[src/rtl/hazard_forward_unit_if.sv]
// Bus bundle between the hazard/forwarding unit and the pipeline it controls.
// The slave modport is the unit's view; master is the pipeline/driver view.
interface hazard_forward_unit_if #(
   parameter int ADDR_W = 5,
   parameter int CNT_W  = 16
);
   logic [ADDR_W-1:0] ID_RS_addr_i;
   logic [ADDR_W-1:0] ID_RT_addr_i;
   logic              ID_uses_RT_i;
   logic [ADDR_W-1:0] EX_RS_addr_i;
   logic [ADDR_W-1:0] EX_RT_addr_i;
   logic [ADDR_W-1:0] EX_write_addr_i;
   logic              EX_RegWrite_i;
   logic              EX_MemRead_i;
   logic [ADDR_W-1:0] MEM_write_addr_i;
   logic              MEM_RegWrite_i;
   logic [ADDR_W-1:0] WB_write_addr_i;
   logic              WB_RegWrite_i;
   logic              branch_taken_i;
   logic [1:0]        RS_select_o;
   logic [1:0]        RT_select_o;
   logic              ID_RS_fwd_o;
   logic              ID_RT_fwd_o;
   logic              PC_write_o;
   logic              IFID_write_o;
   logic              IDEX_flush_o;
   logic              IFID_flush_o;
   logic [CNT_W-1:0]  stall_cycles_o;

   modport slave (
      input  ID_RS_addr_i, ID_RT_addr_i, ID_uses_RT_i,
      input  EX_RS_addr_i, EX_RT_addr_i, EX_write_addr_i, EX_RegWrite_i, EX_MemRead_i,
      input  MEM_write_addr_i, MEM_RegWrite_i, WB_write_addr_i, WB_RegWrite_i,
      input  branch_taken_i,
      output RS_select_o, RT_select_o, ID_RS_fwd_o, ID_RT_fwd_o,
      output PC_write_o, IFID_write_o, IDEX_flush_o, IFID_flush_o, stall_cycles_o
   );

   modport master (
      output ID_RS_addr_i, ID_RT_addr_i, ID_uses_RT_i,
      output EX_RS_addr_i, EX_RT_addr_i, EX_write_addr_i, EX_RegWrite_i, EX_MemRead_i,
      output MEM_write_addr_i, MEM_RegWrite_i, WB_write_addr_i, WB_RegWrite_i,
      output branch_taken_i,
      input  RS_select_o, RT_select_o, ID_RS_fwd_o, ID_RT_fwd_o,
      input  PC_write_o, IFID_write_o, IDEX_flush_o, IFID_flush_o, stall_cycles_o
   );
endinterface

[src/rtl/hazard_forward_unit.sv]
// EX/ID operand forwarding, load-use stall sequencer with LOAD_BUBBLES bubbles,
// taken-branch flush control and a saturating stall-cycle counter.
module hazard_forward_unit #(
   parameter int ADDR_W       = 5,
   parameter int LOAD_BUBBLES = 1,
   parameter int CNT_W        = 16
) (
   input  logic                  clk_i,
   input  logic                  rst_i,
   hazard_forward_unit_if.slave  bus
);

   typedef enum logic [0:0] {RUN = 1'b0, STALL = 1'b1} state_t;

   localparam logic [2:0]       BUB_RELOAD = 3'(LOAD_BUBBLES - 1);
   localparam logic [CNT_W-1:0] CNT_MAX    = {CNT_W{1'b1}};
   localparam logic [CNT_W-1:0] CNT_ONE    = CNT_W'(1);

   state_t           state_q, state_d;
   logic [2:0]       bub_cnt_q, bub_cnt_d;
   logic [CNT_W-1:0] stall_cycles_q, stall_cycles_d;

   logic       hazard_s;
   logic       stall_s;
   logic [1:0] rs_sel_s, rt_sel_s;
   logic       id_rs_fwd_s, id_rt_fwd_s;
   logic       pc_write_s, ifid_write_s, idex_flush_s, ifid_flush_s;

   // Register 0 is hardwired, so a write to it is never a forwarding source.
   function automatic logic src_match(input logic we, input logic [ADDR_W-1:0] dst,
                                      input logic [ADDR_W-1:0] src);
      return we && (dst != {ADDR_W{1'b0}}) && (dst == src);
   endfunction

   function automatic logic [1:0] ex_select(input logic [ADDR_W-1:0] src,
                                            input logic mem_we, input logic [ADDR_W-1:0] mem_dst,
                                            input logic wb_we,  input logic [ADDR_W-1:0] wb_dst);
      logic [1:0] sel;
      if (src_match(mem_we, mem_dst, src)) begin
         sel = 2'd1;
      end else if (src_match(wb_we, wb_dst, src)) begin
         sel = 2'd2;
      end else begin
         sel = 2'd0;
      end
      return sel;
   endfunction

   // Forwarding selects and load-use hazard detection.
   always_comb begin
      rs_sel_s    = 2'd0;
      rt_sel_s    = 2'd0;
      id_rs_fwd_s = 1'b0;
      id_rt_fwd_s = 1'b0;
      if (rst_i) begin
         rs_sel_s    = 2'd0;
         rt_sel_s    = 2'd0;
         id_rs_fwd_s = 1'b0;
         id_rt_fwd_s = 1'b0;
      end else begin
         rs_sel_s    = ex_select(bus.EX_RS_addr_i, bus.MEM_RegWrite_i, bus.MEM_write_addr_i,
                                 bus.WB_RegWrite_i, bus.WB_write_addr_i);
         rt_sel_s    = ex_select(bus.EX_RT_addr_i, bus.MEM_RegWrite_i, bus.MEM_write_addr_i,
                                 bus.WB_RegWrite_i, bus.WB_write_addr_i);
         id_rs_fwd_s = src_match(bus.MEM_RegWrite_i, bus.MEM_write_addr_i, bus.ID_RS_addr_i);
         id_rt_fwd_s = bus.ID_uses_RT_i &&
                       src_match(bus.MEM_RegWrite_i, bus.MEM_write_addr_i, bus.ID_RT_addr_i);
      end
      hazard_s = bus.EX_MemRead_i &&
                 (src_match(bus.EX_RegWrite_i, bus.EX_write_addr_i, bus.ID_RS_addr_i) ||
                  (bus.ID_uses_RT_i &&
                   src_match(bus.EX_RegWrite_i, bus.EX_write_addr_i, bus.ID_RT_addr_i)));
   end

   // Stall sequencer next state; a taken branch squashes the stalled instruction.
   always_comb begin
      stall_s        = 1'b0;
      state_d        = state_q;
      bub_cnt_d      = bub_cnt_q;
      stall_cycles_d = stall_cycles_q;
      if (bus.branch_taken_i) begin
         state_d   = RUN;
         bub_cnt_d = 3'd0;
      end else begin
         case (state_q)
            RUN: begin
               if (hazard_s) begin
                  stall_s = 1'b1;
                  if (LOAD_BUBBLES > 1) begin
                     state_d   = STALL;
                     bub_cnt_d = BUB_RELOAD;
                  end else begin
                     state_d   = RUN;
                     bub_cnt_d = 3'd0;
                  end
               end else begin
                  state_d   = RUN;
                  bub_cnt_d = 3'd0;
               end
            end
            STALL: begin
               stall_s = 1'b1;
               if (bub_cnt_q == 3'd1) begin
                  state_d   = RUN;
                  bub_cnt_d = 3'd0;
               end else begin
                  bub_cnt_d = bub_cnt_q - 3'd1;
               end
            end
            default: begin
               state_d   = RUN;
               bub_cnt_d = 3'd0;
            end
         endcase
      end
      if (stall_s && (stall_cycles_q != CNT_MAX)) begin
         stall_cycles_d = stall_cycles_q + CNT_ONE;
      end else begin
         stall_cycles_d = stall_cycles_q;
      end
   end

   // Pipeline write-enable and flush controls.
   always_comb begin
      pc_write_s   = 1'b0;
      ifid_write_s = 1'b0;
      idex_flush_s = 1'b1;
      ifid_flush_s = 1'b1;
      if (rst_i) begin
         pc_write_s   = 1'b0;
         ifid_write_s = 1'b0;
         idex_flush_s = 1'b1;
         ifid_flush_s = 1'b1;
      end else if (bus.branch_taken_i) begin
         pc_write_s   = 1'b1;
         ifid_write_s = 1'b1;
         idex_flush_s = 1'b1;
         ifid_flush_s = 1'b1;
      end else begin
         pc_write_s   = !stall_s;
         ifid_write_s = !stall_s;
         idex_flush_s = stall_s;
         ifid_flush_s = 1'b0;
      end
   end

   // Sequencer state and stall counter registers.
   always_ff @(posedge clk_i or posedge rst_i) begin
      if (rst_i) begin
         state_q        <= RUN;
         bub_cnt_q      <= 3'd0;
         stall_cycles_q <= {CNT_W{1'b0}};
      end else begin
         state_q        <= state_d;
         bub_cnt_q      <= bub_cnt_d;
         stall_cycles_q <= stall_cycles_d;
      end
   end

   assign bus.RS_select_o    = rs_sel_s;
   assign bus.RT_select_o    = rt_sel_s;
   assign bus.ID_RS_fwd_o    = id_rs_fwd_s;
   assign bus.ID_RT_fwd_o    = id_rt_fwd_s;
   assign bus.PC_write_o     = pc_write_s;
   assign bus.IFID_write_o   = ifid_write_s;
   assign bus.IDEX_flush_o   = idex_flush_s;
   assign bus.IFID_flush_o   = ifid_flush_s;
   assign bus.stall_cycles_o = stall_cycles_q;

endmodule
[src/flat_wrapper.sv]
// flat-port wrapper written by rule: the top's interface ports become plain ports
module hazard_forward_unit_flat 
#(
   parameter int ADDR_W       = 5,
   parameter int LOAD_BUBBLES = 1,
   parameter int CNT_W        = 16
)
  (clk_i, rst_i, bus_ID_RS_addr_i, bus_ID_RT_addr_i, bus_ID_uses_RT_i, bus_EX_RS_addr_i, bus_EX_RT_addr_i, bus_EX_write_addr_i, bus_EX_RegWrite_i, bus_EX_MemRead_i, bus_MEM_write_addr_i, bus_MEM_RegWrite_i, bus_WB_write_addr_i, bus_WB_RegWrite_i, bus_branch_taken_i, bus_RS_select_o, bus_RT_select_o, bus_ID_RS_fwd_o, bus_ID_RT_fwd_o, bus_PC_write_o, bus_IFID_write_o, bus_IDEX_flush_o, bus_IFID_flush_o, bus_stall_cycles_o);
  hazard_forward_unit_if #(.ADDR_W(ADDR_W), .CNT_W(CNT_W)) bus_i ();
  input  logic clk_i;
  input  logic rst_i;
  input wire logic [$bits(bus_i.ID_RS_addr_i)-1:0] bus_ID_RS_addr_i;
  input wire logic [$bits(bus_i.ID_RT_addr_i)-1:0] bus_ID_RT_addr_i;
  input wire logic [$bits(bus_i.ID_uses_RT_i)-1:0] bus_ID_uses_RT_i;
  input wire logic [$bits(bus_i.EX_RS_addr_i)-1:0] bus_EX_RS_addr_i;
  input wire logic [$bits(bus_i.EX_RT_addr_i)-1:0] bus_EX_RT_addr_i;
  input wire logic [$bits(bus_i.EX_write_addr_i)-1:0] bus_EX_write_addr_i;
  input wire logic [$bits(bus_i.EX_RegWrite_i)-1:0] bus_EX_RegWrite_i;
  input wire logic [$bits(bus_i.EX_MemRead_i)-1:0] bus_EX_MemRead_i;
  input wire logic [$bits(bus_i.MEM_write_addr_i)-1:0] bus_MEM_write_addr_i;
  input wire logic [$bits(bus_i.MEM_RegWrite_i)-1:0] bus_MEM_RegWrite_i;
  input wire logic [$bits(bus_i.WB_write_addr_i)-1:0] bus_WB_write_addr_i;
  input wire logic [$bits(bus_i.WB_RegWrite_i)-1:0] bus_WB_RegWrite_i;
  input wire logic [$bits(bus_i.branch_taken_i)-1:0] bus_branch_taken_i;
  output wire logic [$bits(bus_i.RS_select_o)-1:0] bus_RS_select_o;
  output wire logic [$bits(bus_i.RT_select_o)-1:0] bus_RT_select_o;
  output wire logic [$bits(bus_i.ID_RS_fwd_o)-1:0] bus_ID_RS_fwd_o;
  output wire logic [$bits(bus_i.ID_RT_fwd_o)-1:0] bus_ID_RT_fwd_o;
  output wire logic [$bits(bus_i.PC_write_o)-1:0] bus_PC_write_o;
  output wire logic [$bits(bus_i.IFID_write_o)-1:0] bus_IFID_write_o;
  output wire logic [$bits(bus_i.IDEX_flush_o)-1:0] bus_IDEX_flush_o;
  output wire logic [$bits(bus_i.IFID_flush_o)-1:0] bus_IFID_flush_o;
  output wire logic [$bits(bus_i.stall_cycles_o)-1:0] bus_stall_cycles_o;
  assign bus_i.ID_RS_addr_i = bus_ID_RS_addr_i;
  assign bus_i.ID_RT_addr_i = bus_ID_RT_addr_i;
  assign bus_i.ID_uses_RT_i = bus_ID_uses_RT_i;
  assign bus_i.EX_RS_addr_i = bus_EX_RS_addr_i;
  assign bus_i.EX_RT_addr_i = bus_EX_RT_addr_i;
  assign bus_i.EX_write_addr_i = bus_EX_write_addr_i;
  assign bus_i.EX_RegWrite_i = bus_EX_RegWrite_i;
  assign bus_i.EX_MemRead_i = bus_EX_MemRead_i;
  assign bus_i.MEM_write_addr_i = bus_MEM_write_addr_i;
  assign bus_i.MEM_RegWrite_i = bus_MEM_RegWrite_i;
  assign bus_i.WB_write_addr_i = bus_WB_write_addr_i;
  assign bus_i.WB_RegWrite_i = bus_WB_RegWrite_i;
  assign bus_i.branch_taken_i = bus_branch_taken_i;
  assign bus_RS_select_o = bus_i.RS_select_o;
  assign bus_RT_select_o = bus_i.RT_select_o;
  assign bus_ID_RS_fwd_o = bus_i.ID_RS_fwd_o;
  assign bus_ID_RT_fwd_o = bus_i.ID_RT_fwd_o;
  assign bus_PC_write_o = bus_i.PC_write_o;
  assign bus_IFID_write_o = bus_i.IFID_write_o;
  assign bus_IDEX_flush_o = bus_i.IDEX_flush_o;
  assign bus_IFID_flush_o = bus_i.IFID_flush_o;
  assign bus_stall_cycles_o = bus_i.stall_cycles_o;
  hazard_forward_unit #(.ADDR_W(ADDR_W), .LOAD_BUBBLES(LOAD_BUBBLES), .CNT_W(CNT_W)) u_core (.clk_i(clk_i), .rst_i(rst_i), .bus(bus_i));
endmodule
[config.mk]
export PLATFORM = sky130hd
export DESIGN_NAME = hazard_forward_unit_flat
export DESIGN_NICKNAME = d
export VERILOG_FILES = /design/src/rtl/hazard_forward_unit_if.sv /design/src/rtl/hazard_forward_unit.sv /design/src/flat_wrapper.sv
export SDC_FILE = /design/constraint.sdc
export NUM_CORES = 1
export LEC_CHECK = 0
export ABC_CLOCK_PERIOD_IN_PS = 2600
export BUFFER_PORTS_ARGS = -buffer_cell sky130_fd_sc_hd__buf_2
export CAP_MARGIN = 10
export CORE_MARGIN = 1.5
export CORE_UTILIZATION = 47
export CTS_CLUSTER_SIZE = 10
export DETAILED_ROUTE_END_ITERATION = 12
export PLACE_DENSITY = 0.92
export SLEW_MARGIN = 20
export SYNTH_ARGS = -nofsm -noshare
export SYNTH_HDL_FRONTEND = slang
export SYNTH_SLANG_ARGS = --single-unit
[constraint.sdc]
create_clock -name clk_i -period 2.6 [get_ports clk_i]
set_clock_uncertainty 0.2 [all_clocks]
set_input_delay 0.26 -clock clk_i [delete_from_list [all_inputs] [get_ports clk_i]]
set_output_delay 0.26 -clock clk_i [all_outputs]
set_load 0.01 [all_outputs]
==> metrics.txt, run 1 <==
Placer Congestion 0.719; P&R area growth vs syn 27.3%; Final Cycle Share 0.895; worst vdd ir 0.000311 V; CTS max path bufs 2; status complete, no violations; cell accounting for the most synthesized area dfrtp_1; Clock power frac 0.211; Critical R2R Capture u_core.bus.stall_cycles_o[1]$_DFFE_PP0P_; CTS HTree Levels 1; Remaining DRCs 0; Finish-stage setup viols 0; setup TNS 0 ps; CTS root buf clkbuf_4; worst slew pin tran 442 ps; vias in the first global route 1,290; CP Data Arrival Time 2320 ps; gr ovfl total 0; largest net degree at the start of global routing 21; total track usage 0.203; Hold EP u_core.bub_cnt_q[1]$_DFF_PP0_; Max Fclk 430 MHz; R2R Setup Slk 270 ps; n_diodes 0; port buffer count 68; Die Height 59.5 um; Hold Crit Class input port to flop; fraction of the yosys area taken by sequential cells 0.334; Die Area 3530 sq um; clk sinks 20; hold path startpoint bus_branch_taken_i; number of synthesized register bits 20; Yosys warning count 0; most common cell after layout, fill and taps aside buf_2; Synth Cell Area 1500 sq um; sw frac 0.306; Core Region 3030 sq um; RR Startpoint u_core.bus.stall_cycles_o[0]$_DFFE_PP0P_; pwr/cell area 354 nW/um^2; I/O pins 69; average size of a mapped cell 9.30 sq um; Max Slew Vio Count 0; clock slew at reported path FFs 100 ps; unrepaired setup endpoints after global routing no; Flop pwr share 0.519; average wire per standard cell 12.4 um; Final nets 276; Crit. End Element flop; Hold Slack 141 ps; Final ANT Viol Nets 0; final hold violations 0; Starting Density 0.495; syn nets 207; total power 675 uW; critical path, cell by cell ha_1 > and3_1 > nand4_1 > inv_1 > a221oi_4 > mux2_2; initial drt markers 110; critical path required time 2600 ps; Tmin final 2330 ps; layout cell share with drive strength beyond 1 0.338; final WL 3370 um; first-pass GRT wire length 5460 um; most frequent cells in the layout 68 x buf_2, 29 x xnor2_1, 27 x xor2_1, 20 x dfrtp_1, 13 x nor2_1; Die Wd 59.5 um; worst skew pair latency 300 ps; Post-Syn Instances 161; antenna violations before repair 0; relative slew slack 0.702; # placed instances 268; fin cells 272; worst reg2reg path depth 6; Inserted Clock Buffers 3; NetSw 207 uW; LEAKAGE 0.000921 uW; Main synth FF type dfrtp_1; max-cap violations 0; slowest stage delay, CP 470 ps; critical path peak fanout 10; post-DP HPWL 2760 um; drt first pass iters 4; CTS tree yes; CP Class flop to flop; DR vias/cell 5.11; top post-synthesis cells by area dfrtp_1 33%, xnor2_1 17%, xor2_1 16%; EDFF count, synth 0; critical path's slowest cell dfrtp_1; ys async rst share 1.00; Hold Crit Depth 3; Final Util 0.630; power share of the combinational group 0.270; internal power 469 uW; via count 1,391; Rows 20; share of the synthesized area in the top cell type 0.334; Netlist cell types 26; crit path launch type flop
## worst max path at each step
| stage | slack (ps) | startpoint | to | cells after the start |
|---|---|---|---|---|
| detailed placement | 210 | bus_EX_write_addr_i[2] | u_core.bus.stall_cycles_o[13]$_DFFE_PP0P_ | 8 |
| finish | 270 | u_core.bus.stall_cycles_o[0]$_DFFE_PP0P_ | u_core.bus.stall_cycles_o[1]$_DFFE_PP0P_ | 6 |
| CTS | 270 | u_core.bus.stall_cycles_o[0]$_DFFE_PP0P_ | u_core.bus.stall_cycles_o[1]$_DFFE_PP0P_ | 6 |
| global placement | 230 | bus_EX_write_addr_i[2] | u_core.bus.stall_cycles_o[1]$_DFFE_PP0P_ | 7 |
| global route | 130 | bus_MEM_write_addr_i[1] | bus_RS_select_o[1] | 7 |
| floorplan | 420 | u_core.bus.stall_cycles_o[0]$_DFFE_PP0P_ | u_core.bus.stall_cycles_o[1]$_DFFE_PP0P_ | 6 |
## per-layer routing
metal,wire length (um),global-route usage,vias to the layer above
li1,-,-,681
met1,1410,0.243,642
met2,1620,0.364,63
met3,299,0.0393,5
met4,35,0.0584,0
met5,0,0,-
## state kept, by name (all words and copies together) (netlist names)
signal	flops
u_core.bus.stall_cycles_o	16
u_core.bub_cnt_q	3
u_core.state_q	1
## power by group through the flow
| stage | clock [uW] | combinational, uW | sequential, uW |
|---|---|---|---|
| detailed placement | 0 | 182 | 355 |
| global placement | 0 | 177 | 354 |
| CTS | 146 | 183 | 350 |
| finish | 143 | 182 | 351 |
| global route | 160 | 204 | 353 |
| floorplan | 0 | 92.1 | 358 |
## what timing repair did
item	4_1_cts	5_1_grt
hold buffers	1	0
resized for setup	0	0
endpoints found under the hold margin	20	0
buffers inserted	0	0
## layout make-up
cell class / instances / area, sq um
Inverter: 9 / 33.8
Multi-Input combinational cell: 126 / 937
Clock buffer: 3 / 22.5
Timing Repair Buffer: 70 / 358
Fill cell: 245 / 1120
Tap cell: 44 / 55.1
Sequential cell: 20 / 500
## through the flow
step	area [sq um]	worst slack (ps)
after floorplan	1500	421
after global placement	1870	227
after detailed placement	1870	205
after CTS	1910	274
after global routing	1910	127
final	1910	274
## critical path: cells and delay by family (launching register included)
kind / cells / cell delay (ps)
compound gates: 1 / 450
fa+ha+maj: 1 / 290
buf+inv: 1 / 90
flops: 1 / 470
mux: 1 / 390
simple gates: 2 / 330
## logic make-up (layout without fill, tap and decap cells)
group,count (synthesis),count (layout),share of synthesized area
compound gates,6,6,0.0485
fa+ha+maj,3,3,0.0251
xor+xnor,56,56,0.327
buf+inv,15,82,0.0401
simple gates,60,60,0.217
mux,1,1,0.00752
flops,20,20,0.334
## cells in the mapped netlist (2+ instances only)
cell type / count
nand3_1: 10
nand2_1: 7
inv_1: 9
or4_1: 2
and3_1: 4
xnor2_1: 29
clkbuf_1: 5
nand4_1: 6
nor4_1: 8
nor3_1: 4
xor2_1: 27
dfrtp_1: 20
and4_1: 3
nor2_1: 13
ha_1: 3
(Power assumes the default switching activity.)
==> run 2: changes to the inputs <==
- CORE_MARGIN: 1.5 -> default
- GPL_ROUTABILITY_DRIVEN: default -> 0
- SETUP_SLACK_MARGIN: default -> 0.05
==> run 2 against run 1 <==
- design area grew 0.72%
- via count grew 1.3%
- critical path depth grew 1
- first-iteration DRC count grew 21%
- fmax shrank 2.1%
==> metrics.txt, run 2 (synthesis results as in run 1) <==
CTS max path bufs 2; clock slew at reported path FFs 110 ps; Hold Crit Class input port to flop; Inserted Clock Buffers 3; I/O pins 69; Tmin final 2380 ps; clk sinks 20; Final Util 0.634; critical path peak fanout 7; status complete, no violations; drt first pass iters 4; Die Wd 58.5 um; worst slew pin tran 445 ps; post-CTS sizing 0; relative slew slack 0.700; Die Height 58.5 um; DR vias/cell 5.16; largest net degree at the start of global routing 21; max-cap violations 0; Final ANT Viol Nets 0; CP Class input port to output pin; CP Data Arrival Time 1920 ps; port buffer count 68; Max Fclk 421 MHz; most common cell after layout, fill and taps aside buf_2; critical path's slowest cell dlygate4sd3_1; CTS tree yes; Starting Density 0.495; CTS root buf clkbuf_4; Die Area 3420 sq um; most frequent cells in the layout 68 x buf_2, 29 x xnor2_1, 27 x xor2_1, 20 x dfrtp_1, 13 x nor2_1; critical path, cell by cell dlygate4sd3_1 > buf_2 > inv_1 > o211ai_1 > nor4_1 > and4_1 > buf_2; CTS HTree Levels 1; setup TNS 0 ps; Remaining DRCs 0; LEAKAGE 0.000928 uW; max FFs per register 16; Final nets 276; Final Cycle Share 0.914; Finish-stage setup viols 0; total track usage 0.215; Rows 20; worst skew pair latency 290 ps; n_diodes 0; layout cell share with drive strength beyond 1 0.341; unrepaired setup endpoints after global routing no; slowest stage delay, CP 530 ps; P&R area growth vs syn 28.2%; first-pass GRT wire length 5690 um; average wire per standard cell 13.0 um; Max Slew Vio Count 0; Core Region 3030 sq um; Crit. End Element output pin; via count 1,409; pwr/cell area 371 nW/um^2; antenna violations before repair 0; post-DP HPWL 2750 um; final hold violations 0; initial drt markers 133; gr ovfl total 0; vias in the first global route 1,285; final WL 3550 um; # fillers 261; worst vdd ir 0.000358 V; critical path required time 2140 ps; most frequent CP cell buf_2; crit path launch type input port
run 2: layout make-up:
class	instances	area (sq um)	share of cell area
sequential	20	500	0.261
multi-input combinational	126	937	0.488
clock buffer	4	36.3	0.0189
tap	44	55.1	0.0287
inverter	9	33.8	0.0176
timing repair buffer	70	358	0.186
run 2: worst max-delay path, delay by kind of cell:
family                 cells  cell delay (ps)
buffers and inverters      4              930
AOI/OAI and AO/OA          1              110
and+or+nand+nor            2              600
run 2: path summary, 6_finish.rpt:
kind	startpoint	slack, ps	depth (start not counted)	end
setup / recovery	rst_i	220	7	bus_RT_select_o[1]
hold / removal	bus_branch_taken_i	140	3	u_core.bub_cnt_q[1]$_DFF_PP0_
setup reg to reg	u_core.bus.stall_cycles_o[0]$_DFFE_PP0P_	260	6	u_core.bus.stall_cycles_o[1]$_DFFE_PP0P_
hold reg to reg	u_core.bub_cnt_q[0]$_DFF_PP0_	270	1	u_core.bub_cnt_q[0]$_DFF_PP0_
max in group asynchronous	rst_i	1550	4	u_core.bus.stall_cycles_o[8]$_DFFE_PP0P_
min in group asynchronous	rst_i	450	4	u_core.state_q$_DFF_PP0_
run 2: power by group:
group	total (uW)	internal [uW]	switching, uW	leakage, uW
sequential	350	326	24.5	0.000265
combinational	187	89.2	98.0	0.000642
clock	175	85.3	89.7	0.0000210
total	712	500	212	0.000928
run 2: repair_timing:
action,4_1_cts,5_1_grt
hold endpoints to repair,20,0
hold buffers,1,0
buffers inserted,0,0
run 2: per-layer routing:
layer  part of all wire  GRT usage  vias up
met5                  0          0        -
met3              0.091     0.0308        6
met1               0.43      0.274      648
met2               0.48      0.386       73
li1                   -          -      682
met4             0.0082     0.0510        0
run 2: metrics by stage:
| step | instances | setup slack [ps] | hold WS, ps | total power, uW | area (sq um) |
|---|---|---|---|---|---|
| global placement | 268 | 207 | 223 | 531 | 1870 |
| global route | 273 | 87.1 | 163 | 756 | 1920 |
| finish | 273 | 224 | 137 | 712 | 1920 |
| CTS | 273 | 267 | 137 | 716 | 1920 |
| detailed placement | 268 | 174 | 212 | 538 | 1870 |
| floorplan | 161 | 421 | 32.3 | 450 | 1500 |
